==> src/rtl/keypad_pkg.sv <==
// Shared types for the keypad operand entry block: key classes, command key
// positions and the entry FSM state encoding.
package keypad_pkg;

    typedef enum logic [2:0] {
        KEY_DIGIT,
        KEY_CLEAR,
        KEY_ENTER,
        KEY_SIGN,
        KEY_NONE
    } key_class_e;

    localparam logic [3:0] POS_STAR = 4'd3;
    localparam logic [3:0] POS_HASH = 4'd11;
    localparam logic [3:0] POS_A    = 4'd12;

    typedef enum logic [1:0] {
        StIdle,
        StEntry,
        StHold
    } state_e;

endpackage

==> src/rtl/keypad_key_decode.sv <==
// Combinational map from keypad position {col,row} to key class and digit value.
module keypad_key_decode
    import keypad_pkg::*;
(
    input  logic [3:0] pos,
    output key_class_e key_class,
    output logic [3:0] digit
);

    always_comb begin
        key_class = KEY_DIGIT;
        digit     = 4'd0;
        case (pos)
            4'd0:     digit = 4'd1;
            4'd1:     digit = 4'd4;
            4'd2:     digit = 4'd7;
            4'd4:     digit = 4'd2;
            4'd5:     digit = 4'd5;
            4'd6:     digit = 4'd8;
            4'd7:     digit = 4'd0;
            4'd8:     digit = 4'd3;
            4'd9:     digit = 4'd6;
            4'd10:    digit = 4'd9;
            POS_STAR: key_class = KEY_CLEAR;
            POS_HASH: key_class = KEY_ENTER;
            POS_A:    key_class = KEY_SIGN;
            default:  key_class = KEY_NONE;
        endcase
    end

endmodule

==> src/rtl/keypad_operand_entry.sv <==
// Multi-digit signed decimal operand entry from keypad events, presented with a
// valid/ack handshake. Define KEYPAD_BCD_OUT_EN to add the bcd_o digit register.
module keypad_operand_entry
    import keypad_pkg::*;
#(
    parameter int unsigned N_DIGITS = 3,
    parameter int unsigned OUT_W    = 10
) (
    input  logic                              clk,
    input  logic                              rst,
    input  logic                              key_valid_i,
    input  logic [1:0]                        key_col_i,
    input  logic [1:0]                        key_row_i,
    input  logic                              operand_ack_i,
    output logic [OUT_W-1:0]                  operand_o,
    output logic                              neg_o,
    output logic [$clog2(N_DIGITS+1)-1:0]     digits_o,
    output logic                              operand_valid_o,
    output logic                              err_o
`ifdef KEYPAD_BCD_OUT_EN
    ,
    output logic [N_DIGITS*4-1:0]             bcd_o
`endif
);

    localparam int unsigned DigW = $clog2(N_DIGITS + 1);
    localparam logic [DigW-1:0] MaxDigits = DigW'(N_DIGITS);
    localparam logic [DigW-1:0] OneDigit  = DigW'(1);

    key_class_e          key_class;
    logic [3:0]          digit;
    state_e              state_q, state_d;
    logic [OUT_W-1:0]    operand_d;
    logic                neg_d;
    logic [DigW-1:0]     digits_d;
    logic                valid_d;
    logic                err_d;
    logic                clear;
`ifdef KEYPAD_BCD_OUT_EN
    localparam int unsigned BcdW = N_DIGITS * 4;
    logic [BcdW-1:0]     bcd_d;
`endif

    keypad_key_decode u_decode (
        .pos       ({key_col_i, key_row_i}),
        .key_class (key_class),
        .digit     (digit)
    );

    always_comb begin
        state_d   = state_q;
        operand_d = operand_o;
        neg_d     = neg_o;
        digits_d  = digits_o;
        valid_d   = operand_valid_o;
        err_d     = 1'b0;
        clear     = 1'b0;
`ifdef KEYPAD_BCD_OUT_EN
        bcd_d     = bcd_o;
`endif
        case (state_q)
            StHold: begin
                // Only CLEAR or the downstream ack can leave HOLD; other keys are dropped.
                if (operand_ack_i || (key_valid_i && key_class == KEY_CLEAR)) begin
                    clear = 1'b1;
                end
            end
            default: begin
                if (key_valid_i) begin
                    case (key_class)
                        KEY_DIGIT: begin
                            if (digits_o < MaxDigits) begin
                                operand_d = (operand_o << 3) + (operand_o << 1) + OUT_W'(digit);
                                digits_d  = digits_o + OneDigit;
                                state_d   = StEntry;
`ifdef KEYPAD_BCD_OUT_EN
                                bcd_d     = (bcd_o << 4) | BcdW'(digit);
`endif
                            end else begin
                                err_d = 1'b1;
                            end
                        end
                        KEY_SIGN: begin
                            neg_d   = ~neg_o;
                            state_d = StEntry;
                        end
                        KEY_ENTER: begin
                            if (digits_o != '0) begin
                                state_d = StHold;
                                valid_d = 1'b1;
                                if (operand_o == '0) begin
                                    neg_d = 1'b0;
                                end
                            end else begin
                                err_d = 1'b1;
                            end
                        end
                        KEY_CLEAR: clear = 1'b1;
                        default: ;
                    endcase
                end
            end
        endcase

        if (clear) begin
            state_d   = StIdle;
            operand_d = '0;
            neg_d     = 1'b0;
            digits_d  = '0;
            valid_d   = 1'b0;
`ifdef KEYPAD_BCD_OUT_EN
            bcd_d     = '0;
`endif
        end
    end

    always_ff @(posedge clk) begin
        if (!rst) begin
            state_q         <= StIdle;
            operand_o       <= '0;
            neg_o           <= 1'b0;
            digits_o        <= '0;
            operand_valid_o <= 1'b0;
            err_o           <= 1'b0;
`ifdef KEYPAD_BCD_OUT_EN
            bcd_o           <= '0;
`endif
        end else begin
            state_q         <= state_d;
            operand_o       <= operand_d;
            neg_o           <= neg_d;
            digits_o        <= digits_d;
            operand_valid_o <= valid_d;
            err_o           <= err_d;
`ifdef KEYPAD_BCD_OUT_EN
            bcd_o           <= bcd_d;
`endif
        end
    end

endmodule

==> config.mk <==
export PLATFORM = sky130hd
export DESIGN_NAME = keypad_operand_entry
export DESIGN_NICKNAME = d
export VERILOG_FILES = /design/src/rtl/keypad_pkg.sv /design/src/rtl/keypad_key_decode.sv /design/src/rtl/keypad_operand_entry.sv
export SDC_FILE = /design/constraint.sdc
export NUM_CORES = 1
export LEC_CHECK = 0
export ABC_CLOCK_PERIOD_IN_PS = 2200
export BUFFER_PORTS_ARGS = -buffer_cell sky130_fd_sc_hd__buf_2
export CORE_MARGIN = 5
export CORE_UTILIZATION = 51
export CTS_BUF_LIST = sky130_fd_sc_hd__clkbuf_2
export DETAILED_ROUTE_END_ITERATION = 12
export PLACE_DENSITY = 0.73
export SETUP_SLACK_MARGIN = 0.3
export SYNTH_ARGS = -nofsm -noshare
export SYNTH_HDL_FRONTEND = slang
export SYNTH_SLANG_ARGS = --single-unit
export TNS_END_PERCENT = 10
==> constraint.sdc <==
create_clock -name clk -period 2.2 [get_ports clk]
set_input_delay 0.11 -clock clk [delete_from_list [all_inputs] [get_ports clk]]
set_output_delay 0.11 -clock clk [all_outputs]
set_load 0.01 [all_outputs]
# Yosys cells after proc, flatten, opt, wreduce, memory -nomap -nowiden
# Cells that the tools add are included.
# word_totals
reg_bits	17
latch_bits	0
ramBits	0
rom_bits	0
out_inout_bits	15
word_cells	63
n_memories	0
# op_classes
n_addsub	3
n_mul	0
div_mod_pow	0
n_lt_le_gt_ge	1
n_eq_ne	19
n_shift	0
n_mux	15
n_bitwise	4
reduce_logical	15
# op_table
cell	count
case mux 4 bit (9 select lines)	1
== test 4 bit (second input constant)	5
== test 4 x 3 -> 1 bit (second input constant)	4
case mux 3 bit (4 select lines)	1
adder 10 bit	1
adder 10 x 4 -> 10 bit	1
zero test 10 bit	1
AND reduction 5 bit	2
OR reduction 10 bit	1
== test 4 x 2 -> 1 bit (second input constant)	2
2-to-1 mux 1 bit	8
AND reduction 4 bit	2
== test 3 x 2 -> 1 bit (second input constant)	2
!= test 2 bit (second input constant)	3
case mux 2 bit (3 select lines)	1
== test 4 x 1 -> 1 bit (second input constant)	1
zero test 4 bit	1
2-to-1 mux 2 bit	2
inverter 1 bit	4
case mux 1 bit (2 select lines)	2
nonzero test 2 bit	2
== test 3 x 1 -> 1 bit (second input constant)	1
zero test 3 bit	1
nonzero test 3 bit	1
other kinds (7)	7

# Depth between registers and ports, before layout
# Gate-level depths: netlist of the first run.
# logic_depth
ltp_word	9
ltp_mapped	13
mapped_depth_nobuf	12

# Hierarchy
# From an unflattened synthesis of the first run, not the netlist that was laid out.
# hier_totals
hier_cells	168
hier_area_um2	1376.3
# modules_own_cells
mod	n_inst	cells_per_inst	area_per_inst_um2
keypad_operand_entry	1	147	1218.7
keypad_key_decode	1	21	157.7

# Least setup slack after synthesis of the first run
# No wires, ideal clock.
# synth_timing
kind	register -> register
startpoint	reg operand_o[0]
endpoint	reg operand_o[8]
setup_time_ps	140
arrival_time_ps	2261
t_required_ps	2060
setup_slack_ps	-201
stages_incl_launch_ff	10
cell_sequence	dfxtp_1 inv_1 fa_1 inv_1 fa_1 a211oi_1 o21bai_1 a21oi_1 or3_1 a31oi_1
# synth_via
elab_chain_len	2
# synth_rtl
element	line	rtl
from (decl)	keypad_operand_entry.sv:15	output logic [OUT_W-1:0] operand_o,
from (signal assigned)	keypad_operand_entry.sv:130	operand_o <= operand_d;
adder 10 bit	keypad_operand_entry.sv:73	operand_d = (operand_o << 3) + (operand_o << 1) + OUT_W'(digit);
adder 10 x 4 -> 10 bit	keypad_operand_entry.sv:73	
# No other way between the ends.
# A chain may end at the register's enable or synchronous reset.

# Worst setup path in the final report of the first run
# Ends and elaborated chain as after synthesis.

==> results.ini, run 1 <==
[clock_tree]
insertion_delay_ns = 0.32
cts_buffers = 3
clock_tree.root_cell = clkbuf_2
cts_setup_buffers = 0
cts_buffer_depth = 2
path_clk_slew_ns = 0.19
cts_tree = built
cts_resized = 0
htreeDepth = 1
cts_sinks = 17

[yosys]
synth_edf_count = 0
yosysTopAreaCell = dfxtp_1
yosys.cell_count.top_type = nand2_1
dominantRegCellSynth = dfxtp_1
synth_top_family_by_area = simple AND/OR/NAND/NOR gates
syn_area_mm2 = 0.00124
synthMuxAreaShare_pct = 0
yosysWarnings = 0
synth_xor_area_share_pct = 2.82
synthArstFlopShare_pct = 0
synth_seq_cells = 17
synth_top_area_share_pct = 27.4
yosysSeqAreaShare_pct = 27.4
synth_compound_area_share_pct = 19.1
synth.net_count = 184
synth_area_leaders = dfxtp_1 27%, ha_1 16%, nand2_1 7.6%, a21oi_1 6.4%, nor2_1 3.6%
synth_fa_ha_area_share_pct = 19.3
synth_commonest_cells = 25 x nand2_1, 17 x dfxtp_1, 16 x a21oi_1, 16 x ha_1, 12 x nor2_1
synth_simple_gate_area_share_pct = 25.9
ys_types = 39
syn_inst = 158
syn_avg_cell_area_um2 = 7.86

[setup_path]
critPathMaxStageDelay_ns = 0.54
path_buf_inv = 2
cpMostUsedCell = inv_2
crit_required_ns = 2.45
crit_chain = inv_2, fa_1, inv_2, fa_2, a211oi_2, o21bai_1, a21oi_1, nand3_1, a31oi_1
crit_family = adder cells
cp_max_fo = 3
worstPathArrival_ns = 2.40
crit_slowest_cell = fa_1
crit_path_start_kind = flip-flop
critPathCaptureType = flip-flop
critical_path_class = reg2reg

[power]
power.switching_uw = 238
p_clk_share_pct = 22.3
p_sw_share_pct = 33.9
comb_power_share_pct = 29.2
powerDensity_mw_per_mm2 = 465
sequentialPowerShare_pct = 48.5
peakVddDrop_mv = 0.375
p_leak_nw = 0.736
p_int_uw = 463

[placement]
io_buffers = 22
hpwlAfterDp_mm = 2.30
place_inst = 215
gp_congestion = 0.851

[global_route]
grt_use_met3_pct = 4.36
grt-busiest-layer = met2
antenna_found_initial = 0
grt_usage_pct = 18.5
grt_pass1_wl_mm = 4.93
grt_pass1_vias = 1094
grt_max_degree = 15
grtUsageMet1_pct = 25.9
grt-ovfl-total = 0
grt_use_met2_pct = 27.8

[sta]
worstMarginPinSlew_ns = 0.664
fmaxAchievable_ghz = 0.464
fin_crit_ns = 2.15
drv_slew = 0
finalSetupViolCount = 0
hold_ws_ns = 0.164
max_slew_margin_pct = 55.5
grt_setup_unrepaired = yes
hold_violations = 0
period_share_pct = 97.9
fin_skew_ns = 0.0222

[floorplan]
rows = 17
ios = 23
initial_core_util_pct = 54.6
fp.dieW_um = 59.4
core_mm2 = 0.00228
die_y_um = 59.4
die_area_mm2 = 0.00352

[final_layout]
layoutNonFillerInstCount = 220
area_delta_synth_final_pct = 21.1
num-nets-final = 219
drive_above_1_share_pct = 27.6
num_antenna_cells = 0

[routing]
vias = 1200
post_drt_wl_per_cell_um = 13.2
drcViolationCount = 0
routed_wl_mm = 2.90
via_per_inst = 5.45
antenna_left = 0
drt_iter0_drc = 13
dr.pass1.iters = 4

[outcome]
outcome = completed

[job]
maxCapViolCount = 0

[hold_path]
hold_path_class = in2reg

layout make-up:
cell class	count	area [um^2]
clock buffer	4	20.0
fill	205	771
inverter	9	33.8
multi-input combinational	127	861
sequential	17	345
tap	28	35.0
timing repair buffer	35	210
path summary, 6_finish.rpt:
path	cells after the start	start	to	slack [ns]
setup / recovery	9	operand_o[0]$_SDFFE_PP0P_	operand_o[8]$_SDFFE_PP0P_	0.05
setup reg to reg	9	operand_o[0]$_SDFFE_PP0P_	operand_o[8]$_SDFFE_PP0P_	0.05
hold reg to reg	2	operand_valid_o$_SDFFE_PP0P_	operand_valid_o$_SDFFE_PP0P_	0.49
hold / removal	3	key_valid_i	neg_o$_SDFFE_PP0P_	0.16
cells by family (layout without fill, tap and decap cells):
kind of cell	Yosys count	count (layout)
xor+xnor	4	4
fa+ha+maj	18	18
flops	17	17
simple gates	65	65
compound gates	40	40
buf+inv	14	48
power groups by stage:
stage / clock network (mW) / registers (mW) / logic, mW
finish: 0.156 / 0.340 / 0.204
global route: 0.179 / 0.343 / 0.233
CTS: 0.160 / 0.340 / 0.205
detailed placement: 0 / 0.346 / 0.203
global placement: 0 / 0.345 / 0.198
floorplan: 0 / 0.351 / 0.131
timing repair:
action	CTS	global route
hold buffers	0	1
setup endpoints to repair	6	6
pin swaps	0	3
hold endpoints to repair	0	1
worst reg2reg max path: stages, from the launching register on:
cell and delay (ns):
dfxtp_4 0.39, inv_2 0.04, fa_1 0.54, inv_2 0.05, fa_2 0.35, a211oi_2 0.21
o21bai_1 0.09, a21oi_1 0.16, nand3_1 0.09, a31oi_1 0.16
per-stage QoR:
stage	cell area [um^2]	setup WS (ns)	setup TNS, ns	power [mW]	utilization [%]
after floorplan	1280	0.132	0	0.482	-
after global placement	1480	-0.0298	-0.0298	0.544	64.8
after detailed placement	1480	-0.0486	-0.0700	0.550	64.8
after CTS	1500	0.0291	0	0.705	65.7
after global routing	1510	-0.103	-0.316	0.755	66.1
final	1510	0.0452	0	0.700	66.1
routing by layer:
metal  share of wire [%]  vias up
li1                    -      626
met1                  50      541
met2                  43       28
met3                 5.6        5
met4                 1.2        0
met5                   0        -
cells in the final DEF, fill, tap and decap left out, types with 5 or more instances in the layout:
cell / synthesis / routed
a31oi_1: 5 / 5
nor3_1: 6 / 6
ha_1: 16 / 15
buf_2: 3 / 22
a21oi_1: 16 / 16
dfxtp_1: 17 / 15
inv_1: 9 / 7
buf_4: 1 / 12
nand2_1: 25 / 25
nor2_1: 12 / 11
flip-flops by register name, indices dropped and copies added (netlist names):
register and flops:
state_q 2, operand_valid_o 1, digits_o 2, operand_o 10, neg_o 1, err_o 1
(Power assumes the default switching activity.)
==> inputs of run 2 (changes only) <==
--- a/config.mk
+++ b/config.mk
@@ -7,11 +7,12 @@
 export LEC_CHECK = 0
 export ABC_CLOCK_PERIOD_IN_PS = 2200
 export BUFFER_PORTS_ARGS = -buffer_cell sky130_fd_sc_hd__buf_2
+export CORE_ASPECT_RATIO = 0.5
 export CORE_MARGIN = 5
-export CORE_UTILIZATION = 51
+export CORE_UTILIZATION = 30
 export CTS_BUF_LIST = sky130_fd_sc_hd__clkbuf_2
 export DETAILED_ROUTE_END_ITERATION = 12
-export PLACE_DENSITY = 0.73
+export PLACE_DENSITY = 0.46
 export SETUP_SLACK_MARGIN = 0.3
 export SYNTH_ARGS = -nofsm -noshare
 export SYNTH_HDL_FRONTEND = slang
==> run 2 against run 1 <==
First-iteration DRC count up 150%. Critical path depth stayed put. Clock-buffer cell count unchanged. Global-route usage is 6.5 points lower. Clock skew barely moved. Combinational power increased by 9%. Hold slack got worse by 0.049 ns. Cell count increased by 14%. Core utilization decreased by 26 points. Maximum frequency about the same. Critical path type unchanged.
==> results.ini, run 2 (synthesized netlist as in run 1, its figures left out) <==
[global_route]
grt_max_degree = 17  ; +2
antenna_found_initial = 0  ; unchanged
grt_usage_pct = 12.0  ; -6.5 points
grt_pass1_vias = 1139  ; +4.1%
grt-ovfl-total = 0  ; unchanged
grt_pass1_wl_mm = 5.33  ; +8.0%

[sta]
period_share_pct = 98.0  ; about the same
drv_slew = 0  ; unchanged
worstMarginPinSlew_ns = 0.336  ; -0.328 ns
grt_setup_unrepaired = yes
hold_violations = 0  ; unchanged
max_slew_margin_pct = 77.4  ; +22 points
finalSetupViolCount = 0  ; unchanged
fmaxAchievable_ghz = 0.464  ; about the same
fin_crit_ns = 2.16  ; +0.000261 ns
fin_skew_ns = 0.0219  ; -0.000351 ns

[power]
sequentialPowerShare_pct = 46.9  ; -1.6 points
power.switching_uw = 250  ; +5.2%
peakVddDrop_mv = 0.162  ; -57%
comb_power_share_pct = 30.8  ; +1.6 points
p_int_uw = 470  ; +1.7%
p_clk_share_pct = 22.3  ; about the same
p_total_uw = 720  ; +2.9%
p_sw_share_pct = 34.7  ; +0.76 points
p_leak_nw = 0.758  ; +2.9%
powerDensity_mw_per_mm2 = 455  ; -2.3%

[placement]
io_buffers = 22  ; unchanged
placed_area_mm2 = 0.00153  ; +3.7%
gp_congestion = 0.777  ; -8.7%
hpwlAfterDp_mm = 2.54  ; +11%

[routing]
post_drt_wl_per_cell_um = 12.9  ; -2.0%
antenna_left = 0  ; unchanged
drcViolationCount = 0  ; unchanged
via_per_inst = 4.79  ; -12%
drt_iter0_drc = 32  ; +19
dr.pass1.iters = 4  ; unchanged
routed_wl_mm = 3.23  ; +11%
vias = 1198  ; -0.17%

[final_layout]
largest_register = operand_o
largest_registers = operand_o: 10 flops, digits_o: 2 flops, state_q: 2 flops
final_common_cell = nand2_1
final_cell_mix = 24 x nand2_1, 22 x buf_2, 16 x buf_4
drive_above_1_share_pct = 31.1  ; +3.5 points
area_delta_synth_final_pct = 27.5
num_antenna_cells = 0  ; unchanged
num-nets-final = 223  ; +1.8%
largest_reg_flops = 10  ; unchanged
fin_area_mm2 = 0.00158  ; +5.2%

[hold_path]
hp-start = key_valid_i
whs_endpoint = neg_o$_SDFFE_PP0P_
hold_path_class = in2reg
min_path_cells = 3  ; unchanged

[setup_path]
crit_required_ns = 2.45  ; about the same
crit_path_start_kind = flip-flop
reg2regPathDepth = 9  ; unchanged
timing.rr.end = operand_o[8]$_SDFFE_PP0P_
critical_path_class = reg2reg
r2r-start = operand_o[0]$_SDFFE_PP0P_
critPathCaptureType = flip-flop
cp_max_fo = 3  ; unchanged
worstPathArrival_ns = 2.40  ; about the same
reg2reg_slack_ns = 0.04  ; about the same

[floorplan]
initial_core_util_pct = 31.5  ; -23 points
rows = 16  ; -1
core_mm2 = 0.00394  ; +73%
die_area_mm2 = 0.00561  ; +59%
ios = 23  ; unchanged
fp.dieW_um = 101  ; +70%
die_y_um = 55.5  ; -6.5%

[clock_tree]
cts_buffer_depth = 2  ; unchanged
cts_tree = built
insertion_delay_ns = 0.32  ; about the same
cts_buffers = 3  ; unchanged
cts_sinks = 17  ; unchanged
clock_tree.root_cell = clkbuf_2
htreeDepth = 1  ; unchanged
path_clk_slew_ns = 0.20  ; about the same

[job]
maxCapViolCount = 0  ; unchanged

[outcome]
outcome = completed

-- run 2: cell types whose count changed in the layout (fill, tap and decap cells not counted) --
cell      previous run  this run
buf_4               12        16
a211oi_1             3         2
a211oi_2             1         2
a21oi_1             16        15
a21oi_2              0         1
nand2_1             25        24
nand2_2              1         2
nand3_1              4         3
nand3_2              1         2
-- run 2: critical path: stages (launching register included) --
cell,delay [ns]
dfxtp_4,0.39
inv_2,0.04
fa_1,0.54
inv_2,0.05
fa_2,0.36
a211oi_2,0.22
o21bai_1,0.09
a21oi_1,0.16
nand3_1,0.08
a31oi_1,0.15
-- run 2: power by group through the flow --
stage	Combinational (mW)	Sequential, mW	Clock (mW)
floorplan	0.131	0.351	0
global placement	0.215	0.345	0
detailed placement	0.216	0.346	0
CTS	0.221	0.338	0.168
global route	0.251	0.340	0.179
finish	0.222	0.338	0.161
-- run 2: worst max path at each step --
stage / cells after the start / endpoint / slack [ns] / startpoint
2_1_floorplan: 9 / operand_o[8]$_SDFFE_PP0P_ / 0.13 / operand_o[0]$_SDFFE_PP0P_
3_3_place_gp: 11 / operand_o[6]$_SDFFE_PP0P_ / -0.04 / key_col_i[0]
3_5_place_dp: 11 / operand_o[8]$_SDFFE_PP0P_ / -0.05 / key_col_i[0]
4_1_cts: 9 / operand_o[8]$_SDFFE_PP0P_ / 0.03 / operand_o[0]$_SDFFE_PP0P_
5_1_grt: 9 / operand_o[8]$_SDFFE_PP0P_ / -0.06 / operand_o[0]$_SDFFE_PP0P_
6_report: 9 / operand_o[8]$_SDFFE_PP0P_ / 0.04 / operand_o[0]$_SDFFE_PP0P_
-- run 2: cell type report --
type / instances / area (um^2)
Timing Repair Buffer: 39 / 240
Fill cell: 427 / 2360
Inverter: 9 / 33.8
Tap cell: 54 / 67.6
Multi-Input combinational cell: 127 / 877
Sequential cell: 17 / 345
Clock buffer: 4 / 20.0
-- run 2: per-stage QoR --
stage | utilization, % | hold slack, ns | instances | TNS, ns | setup slack [ns]
2_1_floorplan | - | 0.226 | 158 | 0 | 0.132
3_3_place_gp | 38.8 | 0.353 | 244 | -0.0973 | -0.0368
3_5_place_dp | 38.8 | 0.352 | 244 | -0.141 | -0.0455
4_1_cts | 39.8 | 0.0989 | 250 | 0 | 0.0298
5_1_grt | 40.2 | 0.0984 | 250 | -0.122 | -0.0590
6_report | 40.2 | 0.115 | 250 | 0 | 0.0450
-- run 2: repair_timing --
action                                 4_1_cts  5_1_grt
setup endpoints to repair                    6        6
resized for setup                            0        4
setup buffers                                1        0
endpoints found under the hold margin        1        0
hold buffers                                 1        0
pin swaps                                    1        5
-- run 2: metal layers --
layer  up-vias  global-route usage [%]  part of all wire [%]
li1        636                       -                     -
met1       546                    17.0                    53
met2        14                    18.3                    43
met3         2                    3.52                   2.9
met4         0                    1.70                  0.65
met5         -                       0                     0
